--- src/rtl/mem_req_bridge_if.sv ---
// Signal bundle between the core memory port, the bridge and the SoC valid/ready bus.
// The bridge uses the master view; the core/bus environment uses the slave view.
interface mem_req_bridge_if;
  logic        core_valid;
  logic [31:0] core_addr;
  logic [31:0] core_wdata;
  logic [3:0]  core_wstrb;
  logic        core_ready;
  logic [31:0] core_rdata;
  logic        core_err;

  logic        bus_valid;
  logic [31:0] bus_addr;
  logic [31:0] bus_wdata;
  logic [3:0]  bus_wstrb;
  logic        bus_ready;
  logic [31:0] bus_rdata;

  modport master (
    input  core_valid, core_addr, core_wdata, core_wstrb,
    output core_ready, core_rdata, core_err,
    output bus_valid, bus_addr, bus_wdata, bus_wstrb,
    input  bus_ready, bus_rdata
  );

  modport slave (
    output core_valid, core_addr, core_wdata, core_wstrb,
    input  core_ready, core_rdata, core_err,
    input  bus_valid, bus_addr, bus_wdata, bus_wstrb,
    output bus_ready, bus_rdata
  );
endinterface

--- src/rtl/mem_req_bridge.sv ---
// Registered core-to-bus memory request bridge: one access per request, stable bus
// payload until accepted, one-cycle completion strobe, optional timeout watchdog.
module mem_req_bridge #(
  parameter int unsigned TIMEOUT_CYCLES = 0
) (
  input  logic             clk,
  input  logic             resetn,
  mem_req_bridge_if.master mem
);

  typedef enum logic [1:0] {
    ST_IDLE,
    ST_REQ,
    ST_DONE
  } state_e;

  localparam bit          WDOG_EN  = (TIMEOUT_CYCLES != 0);
  localparam logic [15:0] CNT_LAST = WDOG_EN ? 16'(TIMEOUT_CYCLES - 1) : '0;

  state_e      state_q, state_d;
  logic [31:0] addr_q, addr_d;
  logic [31:0] wdata_q, wdata_d;
  logic [3:0]  wstrb_q, wstrb_d;
  logic [31:0] rdata_q, rdata_d;
  logic        err_q, err_d;
  logic [15:0] cnt_q, cnt_d;

  always_ff @(posedge clk) begin
    if (!resetn) begin
      state_q <= ST_IDLE;
      addr_q  <= '0;
      wdata_q <= '0;
      wstrb_q <= '0;
      rdata_q <= '0;
      err_q   <= 1'b0;
      cnt_q   <= '0;
    end else begin
      state_q <= state_d;
      addr_q  <= addr_d;
      wdata_q <= wdata_d;
      wstrb_q <= wstrb_d;
      rdata_q <= rdata_d;
      err_q   <= err_d;
      cnt_q   <= cnt_d;
    end
  end

  always_comb begin
    state_d = state_q;
    addr_d  = addr_q;
    wdata_d = wdata_q;
    wstrb_d = wstrb_q;
    rdata_d = rdata_q;
    err_d   = err_q;
    cnt_d   = cnt_q;

    unique case (state_q)
      ST_IDLE: begin
        if (mem.core_valid) begin
          addr_d  = mem.core_addr;
          wdata_d = mem.core_wdata;
          wstrb_d = mem.core_wstrb;
          cnt_d   = '0;
          state_d = ST_REQ;
        end
      end

      ST_REQ: begin
        // A bus acknowledge wins over a watchdog expiry in the same cycle.
        if (mem.bus_ready) begin
          if (wstrb_q == '0) begin
            rdata_d = mem.bus_rdata;
          end
          err_d   = 1'b0;
          state_d = ST_DONE;
        end else if (WDOG_EN) begin
          if (cnt_q == CNT_LAST) begin
            if (wstrb_q == '0) begin
              rdata_d = '1;
            end
            err_d   = 1'b1;
            state_d = ST_DONE;
          end else begin
            cnt_d = cnt_q + 16'd1;
          end
        end
      end

      ST_DONE: begin
        state_d = ST_IDLE;
      end

      default: begin
        state_d = ST_IDLE;
      end
    endcase
  end

  assign mem.bus_valid  = (state_q == ST_REQ);
  assign mem.bus_addr   = addr_q;
  assign mem.bus_wdata  = wdata_q;
  assign mem.bus_wstrb  = wstrb_q;
  assign mem.core_ready = (state_q == ST_DONE);
  assign mem.core_rdata = rdata_q;
  assign mem.core_err   = err_q;

endmodule

--- src/flat_wrapper.sv ---
// flat-port wrapper written by rule: the top's interface ports become plain ports
module mem_req_bridge_flat 
#(
  parameter int unsigned TIMEOUT_CYCLES = 0
)
  (clk, resetn, mem_core_valid, mem_core_addr, mem_core_wdata, mem_core_wstrb, mem_core_ready, mem_core_rdata, mem_core_err, mem_bus_valid, mem_bus_addr, mem_bus_wdata, mem_bus_wstrb, mem_bus_ready, mem_bus_rdata);
  mem_req_bridge_if mem_i ();
  input  logic clk;
  input  logic resetn;
  input wire logic [$bits(mem_i.core_valid)-1:0] mem_core_valid;
  input wire logic [$bits(mem_i.core_addr)-1:0] mem_core_addr;
  input wire logic [$bits(mem_i.core_wdata)-1:0] mem_core_wdata;
  input wire logic [$bits(mem_i.core_wstrb)-1:0] mem_core_wstrb;
  output wire logic [$bits(mem_i.core_ready)-1:0] mem_core_ready;
  output wire logic [$bits(mem_i.core_rdata)-1:0] mem_core_rdata;
  output wire logic [$bits(mem_i.core_err)-1:0] mem_core_err;
  output wire logic [$bits(mem_i.bus_valid)-1:0] mem_bus_valid;
  output wire logic [$bits(mem_i.bus_addr)-1:0] mem_bus_addr;
  output wire logic [$bits(mem_i.bus_wdata)-1:0] mem_bus_wdata;
  output wire logic [$bits(mem_i.bus_wstrb)-1:0] mem_bus_wstrb;
  input wire logic [$bits(mem_i.bus_ready)-1:0] mem_bus_ready;
  input wire logic [$bits(mem_i.bus_rdata)-1:0] mem_bus_rdata;
  assign mem_i.core_valid = mem_core_valid;
  assign mem_i.core_addr = mem_core_addr;
  assign mem_i.core_wdata = mem_core_wdata;
  assign mem_i.core_wstrb = mem_core_wstrb;
  assign mem_core_ready = mem_i.core_ready;
  assign mem_core_rdata = mem_i.core_rdata;
  assign mem_core_err = mem_i.core_err;
  assign mem_bus_valid = mem_i.bus_valid;
  assign mem_bus_addr = mem_i.bus_addr;
  assign mem_bus_wdata = mem_i.bus_wdata;
  assign mem_bus_wstrb = mem_i.bus_wstrb;
  assign mem_i.bus_ready = mem_bus_ready;
  assign mem_i.bus_rdata = mem_bus_rdata;
  mem_req_bridge #(.TIMEOUT_CYCLES(TIMEOUT_CYCLES)) u_core (.clk(clk), .resetn(resetn), .mem(mem_i));
endmodule
--- config.mk ---
export PLATFORM = sky130hd
export DESIGN_NAME = mem_req_bridge_flat
export DESIGN_NICKNAME = d
export VERILOG_FILES = /design/src/rtl/mem_req_bridge_if.sv /design/src/rtl/mem_req_bridge.sv /design/src/flat_wrapper.sv
export SDC_FILE = /design/constraint.sdc
export NUM_CORES = 1
export LEC_CHECK = 0
export BUFFER_PORTS_ARGS = -buffer_cell sky130_fd_sc_hd__buf_2
export CORE_ASPECT_RATIO = 0.8
export CORE_MARGIN = 1.5
export CORE_UTILIZATION = 45
export DETAILED_ROUTE_END_ITERATION = 16
export PLACE_DENSITY = 0.8
export SETUP_SLACK_MARGIN = 0.1
export SLEW_MARGIN = 10
export SYNTH_ARGS = -nofsm -noshare
export SYNTH_HDL_FRONTEND = slang
export SYNTH_SLANG_ARGS = --single-unit
--- constraint.sdc ---
create_clock -name clk -period 3.4 [get_ports clk]
set_clock_uncertainty 0.2 [all_clocks]
set_input_delay 0.51 -clock clk [delete_from_list [all_inputs] [get_ports clk]]
set_output_delay 0.51 -clock clk [all_outputs]
set_load 0.01 [all_outputs]
==> summary.txt, run 1 <==
Synth
  • Synth warn: 0
  • Main area contributors after synthesis: dfxtp_1 (53%), nand2_1 (19%), a21boi_0 (9.3%)
  • Cell variety after synth: 17
  • Synth top area share: 52.59%
  • Synthesized net count: 551
  • Post-synth EDFFs: 0
  • Multiplexer area fraction after synthesis: 8.250%
  • Share of synthesized registers carrying an async set or reset: 0%
  • Adder-cell share of the synthesized area: 0%
  • Mean Syn Cell Area: 8.686 um^2
  • Netlist Area Pre-Place: 0.003882 mm^2
  • Primary FF master, synth: dfxtp_1
  • Simple-gate area share of the yosys netlist: 20.92%
  • Post-Synthesis Cells: 447
  • Synth cell count leaders: nand2_1 (200), dfxtp_1 (102), a21boi_0 (48)
  • Complex-gate fraction of the synthesized area: 13.34%
  • Largest family of logic cells by synthesized area: simple AND/OR/NAND/NOR gates
  • Fraction of synthesized cell area in xor and xnor cells: 0%
  • Cell accounting for the most synthesized area: dfxtp_1
  • Synth Register Bits: 102
  • Sequential share of the synthesized area: 52.59%
  • Cell with the most instances after synthesis: nand2_1

Pwr
  • P_sw: 611.2 uW
  • Flop pwr share: 56.4%
  • Internal Pwr Total: 1.676 mW
  • Power Density: 450.6 mW/mm^2
  • Gate power share: 14.6%
  • Clock network fraction of total power: 29.1%
  • Net Sw Frac: 26.72%
  • VDD IR max: 0.0002121 V
  • Static leakage: 2.416 nW

Hold path
  • Min-Delay Path Class: in -> reg
  • WHS Endpoint: u_core.mem.core_rdata[13]
  • Hold path depth: 3
  • Hold Path Origin: mem_bus_rdata[13]

Timing
  • Worst-Margin Slew: 1.108 ns
  • Final Hold Slack: 0.1939 ns
  • Fin crit share: 60.08%
  • Unrepaired setup endpoints after global routing: false
  • Fmax: 0.4896 GHz
  • Slew Viols, Final: 0
  • # setup viols final: 0
  • Relative slew slack: 26.13%
  • Setup total negative slack: 0 ns
  • Final hold viol count: 0
  • Minimum clock period after layout: 2.043 ns

Detailed routing
  • Total number of vias: 3511
  • Drt first pass iters: 5
  • Routed WL per cell: 12.17 um
  • ANT nets after route: 0
  • Routed wire length: 9102 um
  • DR iter-0 viols: 165
  • Vias/cell: 4.694
  • DRC viols: 0

Clocking
  • Cts repair resizes: 0
  • Clock buffer count from CTS: 9
  • Clock Pin Slew Worst Setup and Hold Paths: 0.10 ns
  • Max clock buf depth: 2
  • Cts hold-fix bufs: 0
  • Clk sinks: 102
  • Worst skew pair latency: 0.34 ns
  • Setup bufs post-CTS: 0
  • Clock root buffer: clkbuf_8
  • CTS H-tree depth: 3
  • CTS tree: yes

Final layout
  • Final nets: 735
  • Number of diodes: 0
  • Layout cells sized above 1: 35.53%
  • Design area: 0.005075 mm^2
  • Area grow syn2layout: 30.71%

Placed design
  • DPL Wire Length: 6476 um
  • Placed cell area: 0.004907 mm^2
  • GPL Wtd Cong: 0.7770
  • Port bufs: 205

GRT
  • Largest net degree at the start of global routing: 135
  • Vias in the first global route: 3219
  • First-pass GRT wire length: 14150 um
  • Initial antenna violation count: 0
  • Grt total ovfl: 0
  • GRT Util Overall: 19.19%

Critical path
  • Element type at the critical path end: flop
  • Crit path max fanout: 32
  • Reg2reg start: u_core.state_q[0]
  • CP arrival: 2.11 ns
  • Critical path class: reg -> reg
  • WP data required: 3.46 ns
  • Reg2Reg Setup Slack: 1.36 ns
  • Worst reg2reg path depth: 3
  • Worst setup SP type: flop
  • Reg-to-reg endpoint: u_core.mem.core_rdata[5]

Flow run
  • Total of max-cap violations: 0

Floorplan
  • Die area: 0.009198 mm^2
  • Starting density of the core: 45.97%
  • Io pins: 207
  • Core area: 0.008446 mm^2
  • FP Rows: 30
  • Die width: 106.9 um
  • Height of the die: 86.08 um

Status
  • Status: completed
==> how the worst max path moves through the flow <==
stage / slack, ns / cells past startpoint / start / to
final: 1.36 / 3 / u_core.state_q[0] / u_core.mem.core_rdata[5]
after global routing: 1.24 / 3 / u_core.state_q[0] / u_core.mem.core_rdata[5]
after global placement: 1.45 / 3 / mem_bus_ready / u_core.mem.core_rdata[4]
after CTS: 1.33 / 3 / u_core.state_q[0] / u_core.mem.core_rdata[5]
after floorplan: 1.74 / 6 / mem_core_valid / u_core.mem.bus_wdata[10]
after detailed placement: 1.33 / 3 / resetn / u_core.mem.core_rdata[5]
==> routing by layer <==
metal,GRT usage [%],vias up,wire length [um]
met3,6.155,12,622
met5,0,-,0
met1,19.87,1604,3599
met4,6.424,0,110
li1,-,1789,-
met2,36.54,106,4769
==> layout make-up <==
type,count,area (um^2)
clock buffer,11,131.4
clock inverter,5,36.28
fill,752,3371
multi-input combinational,310,1662
sequential,102,2042
tap,112,140.1
timing repair buffer,208,1064
==> power by group through the flow <==
| stage | clock (mW) | combinational (mW) | sequential, mW |
|---|---|---|---|
| floorplan | 0 | 0.158 | 1.35 |
| global placement | 0 | 0.327 | 1.31 |
| detailed placement | 0 | 0.337 | 1.32 |
| CTS | 0.690 | 0.337 | 1.29 |
| global route | 0.734 | 0.372 | 1.30 |
| finish | 0.664 | 0.333 | 1.29 |
==> state kept, by name, summed over array words and instances (netlist names) <==
register / cells
u_core.mem.core_rdata: 32
u_core.mem.bus_addr: 32
u_core.mem.bus_wdata: 32
u_core.mem.bus_wstrb: 4
u_core.state_q: 2
==> metrics by stage <==
| step | cells | setup slack [ns] | utilization [%] | total power [mW] |
|---|---|---|---|---|
| after global routing | 748 | 1.238 | 60.09 | 2.403 |
| after CTS | 748 | 1.334 | 60.09 | 2.317 |
| after floorplan | 447 | 1.745 | - | 1.505 |
| after detailed placement | 732 | 1.329 | 58.10 | 1.654 |
| after global placement | 732 | 1.453 | 58.10 | 1.641 |
| final | 748 | 1.357 | 60.09 | 2.287 |
==> worst max-delay path: stages (launching register included) <==
cell and delay [ns]:
dfxtp_1 0.41, nor2b_2 0.21, and3_2 0.82, mux2i_1 0.30
==> cell families (layout without fill, tap and decap cells) <==
group	count (synthesis)	after routing
DFF	102	102
muxes	32	32
other	1	1
buffers and inverters	35	224
AOI/OAI and AO/OA	69	69
and+or+nand+nor	208	208
==> placed cells by master (no fill, tap or decap), types with 2 or more instances in the layout <==
| cell type | netlist | layout |
|---|---|---|
| mux2i_1 | 32 | 32 |
| dfxtp_1 | 102 | 102 |
| clkbuf_8 | 0 | 9 |
| nand2_1 | 200 | 200 |
| a21boi_0 | 48 | 48 |
| a21boi_1 | 21 | 21 |
| buf_2 | 11 | 204 |
| clkinvlp_4 | 0 | 3 |
| buf_4 | 1 | 3 |
| clkbuf_1 | 18 | 2 |
Power figures use the tool's default switching activity.
==> run 2, diff against run 1 <==
Settings changed: ABC_AREA from default to 1, CORE_UTILIZATION 45 to 44, PLACE_DENSITY 0.8 to 0.79.
Clock period 3.4 ns to 2.1 ns, I/O delays scaled along.
==> run 2 against run 1 <==
  * Register-to-register slack lost 0.86 ns
  * Power grew 75%
  * Hold slack lost 0.18 ns
  * Clock power grew 67%
  * Global-route usage grew 2.4 points
  * Critical path depth is the same
  * Utilization grew 3.1 points
  * Design area grew 4.7%
  * Combinational power grew 120%
  * Critical path type is now reg -> out
==> summary.txt, run 2 <==
Status
  • Status: completed (unchanged)

Final layout
  • Seq. cell area: 0.002042 mm^2 (unchanged)
  • Fillers: 730 (was 752)
  • Layout cells sized above 1: 31.49% (was 35.53%)
  • Final nets: 839 (was 735)
  • Most frequent cells in the layout: nor2_1 (205), buf_2 (205), dfxtp_1 (102), o21ai_0 (66), nand2_1 (66) (was buf_2 (204), nand2_1 (200), dfxtp_1 (102), a21boi_0 (48), mux2i_1 (32))
  • Area grow syn2layout: 40.09% (was 30.71%)
  • Multi-input gate area: 0.001414 mm^2 (was 0.001662 mm^2)
  • Number of diodes: 0 (unchanged)
  • Layout Cells excl Fill: 852 (was 748)

Pwr
  • Design Power: 3.998 mW (was 2.287 mW)
  • VDD IR max: 0.0005214 V (was 0.0002121 V)
  • Power Density: 752.5 mW/mm^2 (was 450.6 mW/mm^2)
  • Static leakage: 2.812 nW (was 2.416 nW)

GRT
  • Grt total ovfl: 0 (unchanged)
  • First-pass GRT wire length: 15840 um (was 14150 um)
  • GRT Util Overall: 21.55% (was 19.19%)
  • Vias in the first global route: 3646 (was 3219)
  • Largest net degree at the start of global routing: 102 (was 135)
  • Initial antenna violation count: 0 (unchanged)

Placed design
  • Port bufs: 205 (unchanged)
  • DPL Wire Length: 6757 um (was 6476 um)
  • GPL Wtd Cong: 0.7766 (was 0.7770)
  • Placed insts: 807 (was 732)
  • Pre-CTS setup slack: 0.4621 ns (was 1.329 ns)

Timing
  • Slew Viols, Final: 0 (unchanged)
  • Unrepaired setup endpoints after global routing: false (unchanged)
  • Final hold viol count: 0 (unchanged)
  • # setup viols final: 0 (unchanged)
  • Worst setup margin: 0.4920 ns (was 1.357 ns)
  • Minimum clock period after layout: 1.608 ns
  • Fin crit share: 76.57%
  • Setup total negative slack: 0 ns (unchanged)
  • Fmax: 0.6219 GHz

Critical path
  • Worst setup SP type: flop (unchanged)
  • Setup crit end: mem_bus_valid (was u_core.mem.core_rdata[5])
  • CP Launch Point: u_core.state_q[0] (unchanged)
  • WP data required: 1.58 ns (was 3.46 ns)
  • Buf+Inv Stages, Crit Path: 2 (was 0)
  • Family with the most delay on the worst path: flip-flops (was simple AND/OR/NAND/NOR gates)
  • Reg2Reg Setup Slack: 0.50 ns (was 1.36 ns)
  • Crit path max fanout: 3 (was 32)
  • CP peak stage delay: 0.38 ns (was 0.82 ns)
  • Element type at the critical path end: primary output (was flop)
  • CP max stage cell: dfxtp_1 (was and3_2)
  • Reg2reg start: u_core.state_q[1] (was u_core.state_q[0])
  • CP arrival: 1.09 ns (was 2.11 ns)
  • Reg-to-reg endpoint: u_core.mem.core_rdata[1] (was u_core.mem.core_rdata[5])
  • Crit. path cell count: 3 (unchanged)
  • Worst reg2reg path depth: 7 (was 3)
  • Critical path class: reg -> out (was reg -> reg)
  • Cell Chain, Critical Path: inv_2, nor2_1, buf_2 (was nor2b_2, and3_2, mux2i_1)

Clocking
  • Max clock buf depth: 2 (unchanged)
  • Clk sinks: 102 (unchanged)
  • Clock buffer count from CTS: 9 (unchanged)
  • Cts repair resizes: 0 (unchanged)
  • CTS H-tree depth: 3 (unchanged)
  • Setup bufs post-CTS: 0 (unchanged)
  • Clock root buffer: clkbuf_8 (unchanged)
  • Cts hold-fix bufs: 28 (was 0)
  • Clock Pin Slew Worst Setup and Hold Paths: 0.10 ns (about the same)
  • CTS tree: yes (unchanged)
  • Worst skew pair latency: 0.35 ns (was 0.34 ns)

Floorplan
  • Starting density of the core: 45.10% (was 45.97%)
  • Die area: 0.009189 mm^2 (was 0.009198 mm^2)
  • Io pins: 207 (unchanged)
  • Core area: 0.008408 mm^2 (was 0.008446 mm^2)
  • Height of the die: 86.04 um (was 86.08 um)
  • Die width: 106.8 um (was 106.9 um)
  • FP Rows: 30 (unchanged)

Synth
  • Post-synth EDFFs: 0 (unchanged)
  • Synth cell count leaders: nor2_1 (205), dfxtp_1 (102), nand2_1 (66), o21ai_0 (66), inv_1 (34) (was nand2_1 (200), dfxtp_1 (102), a21boi_0 (48))
  • Main area contributors after synthesis: dfxtp_1 (54%), nor2_1 (20%), o21ai_0 (8.7%) (was dfxtp_1 (53%), nand2_1 (19%), a21boi_0 (9.3%))
  • Synth warn: 0 (unchanged)
  • Post-Synthesis Cells: 515 (was 447)
  • Cell variety after synth: 17 (unchanged)
  • Netlist Area Pre-Place: 0.003792 mm^2 (was 0.003882 mm^2)
  • Synth Register Bits: 102 (unchanged)
  • Synth top area share: 53.84% (was 52.59%)
  • Cell accounting for the most synthesized area: dfxtp_1 (unchanged)
  • Share of synthesized registers carrying an async set or reset: 0% (unchanged)
  • Sequential share of the synthesized area: 53.84% (was 52.59%)
  • Mean Syn Cell Area: 7.364 um^2 (was 8.686 um^2)
  • Synthesized net count: 619 (was 551)
  • Cell with the most instances after synthesis: nor2_1 (was nand2_1)
  • Primary FF master, synth: dfxtp_1 (unchanged)

Detailed routing
  • DRC viols: 0 (unchanged)
  • Total number of vias: 3851 (was 3511)
  • Vias/cell: 4.520 (was 4.694)
  • DR iter-0 viols: 154 (was 165)
  • ANT nets after route: 0 (unchanged)
  • Drt first pass iters: 4 (was 5)
  • Routed WL per cell: 11.82 um (was 12.17 um)
  • Routed wire length: 10070 um (was 9102 um)

Flow run
  • Total of max-cap violations: 0 (unchanged)

Hold path
  • Min-Delay Path Class: in -> reg (unchanged)
  • Hold Path Origin: mem_core_addr[23] (was mem_bus_rdata[13])
## run 2: changes by cell type after synthesis, sizes merged, moves of 2 or more
cell / before / now
clkbuf: 18 / 12
a21boi: 69 / 0
nor2b: 2 / 0
nand2: 200 / 66
inv: 0 / 37
and3: 2 / 0
nor2: 0 / 206
nand3: 0 / 2
buf: 17 / 20
o21ai: 0 / 68
mux2i: 32 / 0
## run 2: final cells by class
| cell class | count | area share, % |
|---|---|---|
| Clock buffer | 10 | 2.402 |
| Clock inverter | 6 | 0.8243 |
| Inverter | 37 | 2.614 |
| Multi-Input combinational cell | 344 | 26.61 |
| Sequential cell | 102 | 38.44 |
| Tap cell | 112 | 2.638 |
| Timing Repair Buffer | 241 | 26.47 |
## run 2: metrics by stage
stage / util [%] / hold slack, ns / area (um^2)
after floorplan: - / 0.2608 / 3792
after global placement: 57.69 / 0.2568 / 4851
after detailed placement: 57.69 / 0.2658 / 4851
after CTS: 63.07 / 0.0002577 / 5303
after global routing: 63.18 / 0.004859 / 5313
final: 63.18 / 0.01407 / 5313
## run 2: tightest hold or removal path: cells and delay by family
kind	cells	cell delay, ns
compound gates	1	0.07
buf+inv	1	0.07
simple gates	1	0.08
## run 2: logic make-up (layout without fill, tap and decap cells)
group / after synthesis / count (layout) / share of synthesized area [%]
buffers and inverters: 69 / 294 / 8.875
other: 1 / 1 / 0.09888
AND/OR/NAND/NOR: 274 / 274 / 28.08
AO/OA/AOI/OAI: 69 / 69 / 9.106
flip-flops: 102 / 102 / 53.84
## run 2: metal layers
metal	up-vias	part of all wire, %	global-route usage, %
met5	-	0	0
met4	0	1.0	6.909
met3	8	9.0	6.991
met2	164	48	39.74
met1	1685	42	23.41
li1	1994	-	-
## run 2: worst min path at each step
stage,to,slack (ns),cells after the start
after floorplan,u_core.mem.bus_wdata[28],0.26,2
after global placement,u_core.mem.bus_wdata[25],0.26,2
after detailed placement,u_core.mem.bus_wdata[31],0.27,2
after CTS,u_core.mem.bus_wdata[3],0.0003,3
after global routing,u_core.mem.bus_addr[23],0.005,3
final,u_core.mem.bus_addr[23],0.01,3
## run 2: power breakdown
group / internal, mW / total, mW / switching (mW)
Sequential: 2.08 / 2.15 / 0.0742
Combinational: 0.326 / 0.731 / 0.405
Clock: 0.441 / 1.11 / 0.672
Total: 2.85 / 4.00 / 1.15
==> run 3, diff against run 2 <==
Settings changed: CORE_UTILIZATION 44 to 40, PLACE_DENSITY 0.79 to 0.76.
Clock period 2.1 ns to 1.4 ns, I/O delays scaled along.
==> run 3 against run 2 <==
  * The run now ends with setup timing left
  * Sequential cell count stayed put
  * Via count rose by 19%
  * Power rose by 94%
  * Largest cell class is now non-clock buffers
  * Sequential share of layout area decreased by 9.4 points
  * Die area increased by 9.7%
  * Count of clock-buffer cells in the layout shrank 1
  * Critical path depth is 4 higher
  * Routed wire length up 44%
  * Design area grew 33%
==> summary.txt, run 3 (same netlist as run 2, synthesis figures left out) <==
Status
  • Status: finished with violations (was completed)
  • Violated checks: setup timing

Clocking
  • Clock buffer count from CTS: 9 (unchanged)
  • Max clock buf depth: 2 (unchanged)
  • Worst skew pair latency: 0.34 ns (was 0.35 ns)
  • Clock Pin Slew Worst Setup and Hold Paths: 0.07 ns (was 0.10 ns)
  • Clk sinks: 102 (unchanged)
  • CTS tree: yes (unchanged)
  • CTS H-tree depth: 3 (unchanged)
  • Clock root buffer: clkbuf_16 (was clkbuf_8)
  • Cts hold-fix bufs: 101 (was 28)

Pwr
  • VDD IR max: 0.001090 V (was 0.0005214 V)
  • P_sw: 2.149 mW (was 1.152 mW)
  • Net Sw Frac: 27.75% (was 28.81%)
  • Design Power: 7.742 mW (was 3.998 mW)
  • Clock network fraction of total power: 34.7% (was 27.8%)
  • Internal Pwr Total: 5.594 mW (was 2.846 mW)
  • Power Density: 1099 mW/mm^2 (was 752.5 mW/mm^2)
  • Static leakage: 3.487 nW (was 2.812 nW)
  • Flop pwr share: 42.6% (was 53.9%)
  • Gate power share: 22.8% (was 18.3%)

Timing
  • Final hold viol count: 0 (unchanged)
  • Setup total negative slack: -1.669 ns (was 0 ns)
  • Fin crit share: 112.4%
  • Fmax: 0.6355 GHz
  • Worst setup margin: -0.1735 ns (was 0.4920 ns)
  • Minimum clock period after layout: 1.574 ns
  • Final Hold Slack: 0.01605 ns (was 0.01407 ns)
  • Unrepaired setup endpoints after global routing: true (was false)
  • # setup viols final: 55 (was 0)
  • Slew Viols, Final: 0 (unchanged)

Final layout
  • Number of diodes: 0 (unchanged)
  • Area grow syn2layout: 85.85% (was 40.09%)
  • Post-layout util: 77.32% (was 63.18%)
  • Final nets: 937 (was 839)
  • Most frequent cells in the layout: buf_2 (202), nor2_1 (145), dlygate4sd3_1 (101), dfxtp_1 (96), nand2_1 (60) (was nor2_1 (205), buf_2 (205), dfxtp_1 (102), o21ai_0 (66), nand2_1 (66))
  • Design area: 0.007048 mm^2 (was 0.005313 mm^2)
  • Layout Cells excl Fill: 953 (was 852)
  • Commonest non-fill, non-tap cell in the layout: buf_2
  • Layout cells sized above 1: 42.12% (was 31.49%)

Critical path
  • Worst setup SP type: flop (unchanged)
  • Crit path max fanout: 15 (was 3)
  • WP data required: 1.42 ns (was 1.58 ns)
  • Element type at the critical path end: flop (was primary output)
  • Critical path class: reg -> reg (was reg -> out)
  • CP arrival: 1.59 ns (was 1.09 ns)
  • Reg2reg start: u_core.state_q[1] (unchanged)
  • Cell Chain, Critical Path: inv_2, buf_6, nand3_4, buf_12, buf_12, o21ai_1, nor2_1 (was inv_2, nor2_1, buf_2)
  • CP peak stage delay: 0.33 ns (was 0.38 ns)
  • CP most frequent cell: buf_12
  • Reg2Reg Setup Slack: -0.17 ns (was 0.50 ns)
  • CP Launch Point: u_core.state_q[1] (was u_core.state_q[0])
  • CP max stage cell: dfxtp_2 (was dfxtp_1)

Hold path
  • Hold Path Origin: mem_bus_ready (was mem_core_addr[23])
  • Min-Delay Path Class: in -> reg (unchanged)

Detailed routing
  • Vias/cell: 4.793 (was 4.520)
  • Routed WL per cell: 15.24 um (was 11.82 um)
  • Total number of vias: 4568 (was 3851)
  • DR iter-0 viols: 269 (was 154)
  • DRC viols: 0 (unchanged)
  • Drt first pass iters: 5 (was 4)
  • ANT nets after route: 0 (unchanged)
  • Routed wire length: 14520 um (was 10070 um)

GRT
  • GRT Util Overall: 24.48% (was 21.55%)
  • Largest net degree at the start of global routing: 67 (was 102)
  • Initial antenna violation count: 0 (unchanged)
  • First-pass GRT wire length: 19900 um (was 15840 um)
  • Grt total ovfl: 0 (unchanged)
  • Vias in the first global route: 4353 (was 3646)

Floorplan
  • Starting density of the core: 41.61% (was 45.10%)
  • Die area: 0.01008 mm^2 (was 0.009189 mm^2)
  • Io pins: 207 (unchanged)
  • Die width: 111.9 um (was 106.8 um)
  • Height of the die: 90.09 um (was 86.04 um)
  • FP Rows: 31 (was 30)
  • Core area: 0.009115 mm^2 (was 0.008408 mm^2)

Placed design
  • GPL Wtd Cong: 0.8108 (was 0.7766)
  • Pre-CTS setup slack: -0.006750 ns (was 0.4621 ns)
  • Placed insts: 821 (was 807)
  • DPL Wire Length: 7270 um (was 6757 um)
  • Port bufs: 205 (unchanged)
  • Placed cell area: 0.004985 mm^2 (was 0.004851 mm^2)

Flow run
  • Total of max-cap violations: 0 (unchanged)
[run 3: cell type report]
class                   count  area, um^2
flip-flops and latches    102        2049
clock inverters             7       96.34
repair inverters            1       8.758
repair buffers            338        2569
fillers                   570        2067
well taps                 115       143.9
clock buffers               9       225.2
inverters                  37       155.1
multi-input cells         344        1800
[run 3: what timing repair did]
| item | CTS | global route |
|---|---|---|
| buffers inserted | 0 | 5 |
| cloned | 1 | 10 |
| endpoints found under the setup margin | 105 | 107 |
| pin swaps | 2 | 15 |
| gates resized for setup | 22 | 167 |
| hold endpoints to repair | 102 | 1 |
[run 3: path summary, 6_finish.rpt]
path                                            endpoint  cells past startpoint
worst min-delay path                   u_core.state_q[1]                      3
worst max-delay path              u_core.mem.bus_addr[6]                      7
worst max register to register    u_core.mem.bus_addr[6]                      7
worst min register to register  u_core.mem.core_rdata[2]                      2
[run 3: power groups by stage]
stage               registers [mW]  logic [mW]  clock network (mW)
floorplan                     3.40       0.487                   0
global placement              3.28        1.07                   0
detailed placement            3.29        1.09                   0
CTS                           3.23        1.34                2.72
global route                  3.31        1.89                2.83
finish                        3.29        1.76                2.69
[run 3: routing by layer]
| layer | track usage (%) | vias up | share of wire [%] |
|---|---|---|---|
| met5 | 0 | - | 0 |
| met2 | 43.95 | 230 | 51 |
| li1 | - | 2201 | - |
| met4 | 9.810 | 0 | 2.3 |
| met3 | 6.811 | 31 | 8.2 |
| met1 | 27.25 | 2106 | 38 |
[run 3: worst max-delay path, delay by kind of cell, from the launching register on]
kind,cells,cell delay [ns]
buffers and inverters,4,0.50
DFF,1,0.33
and+or+nand+nor,2,0.18
AOI/OAI and AO/OA,1,0.24
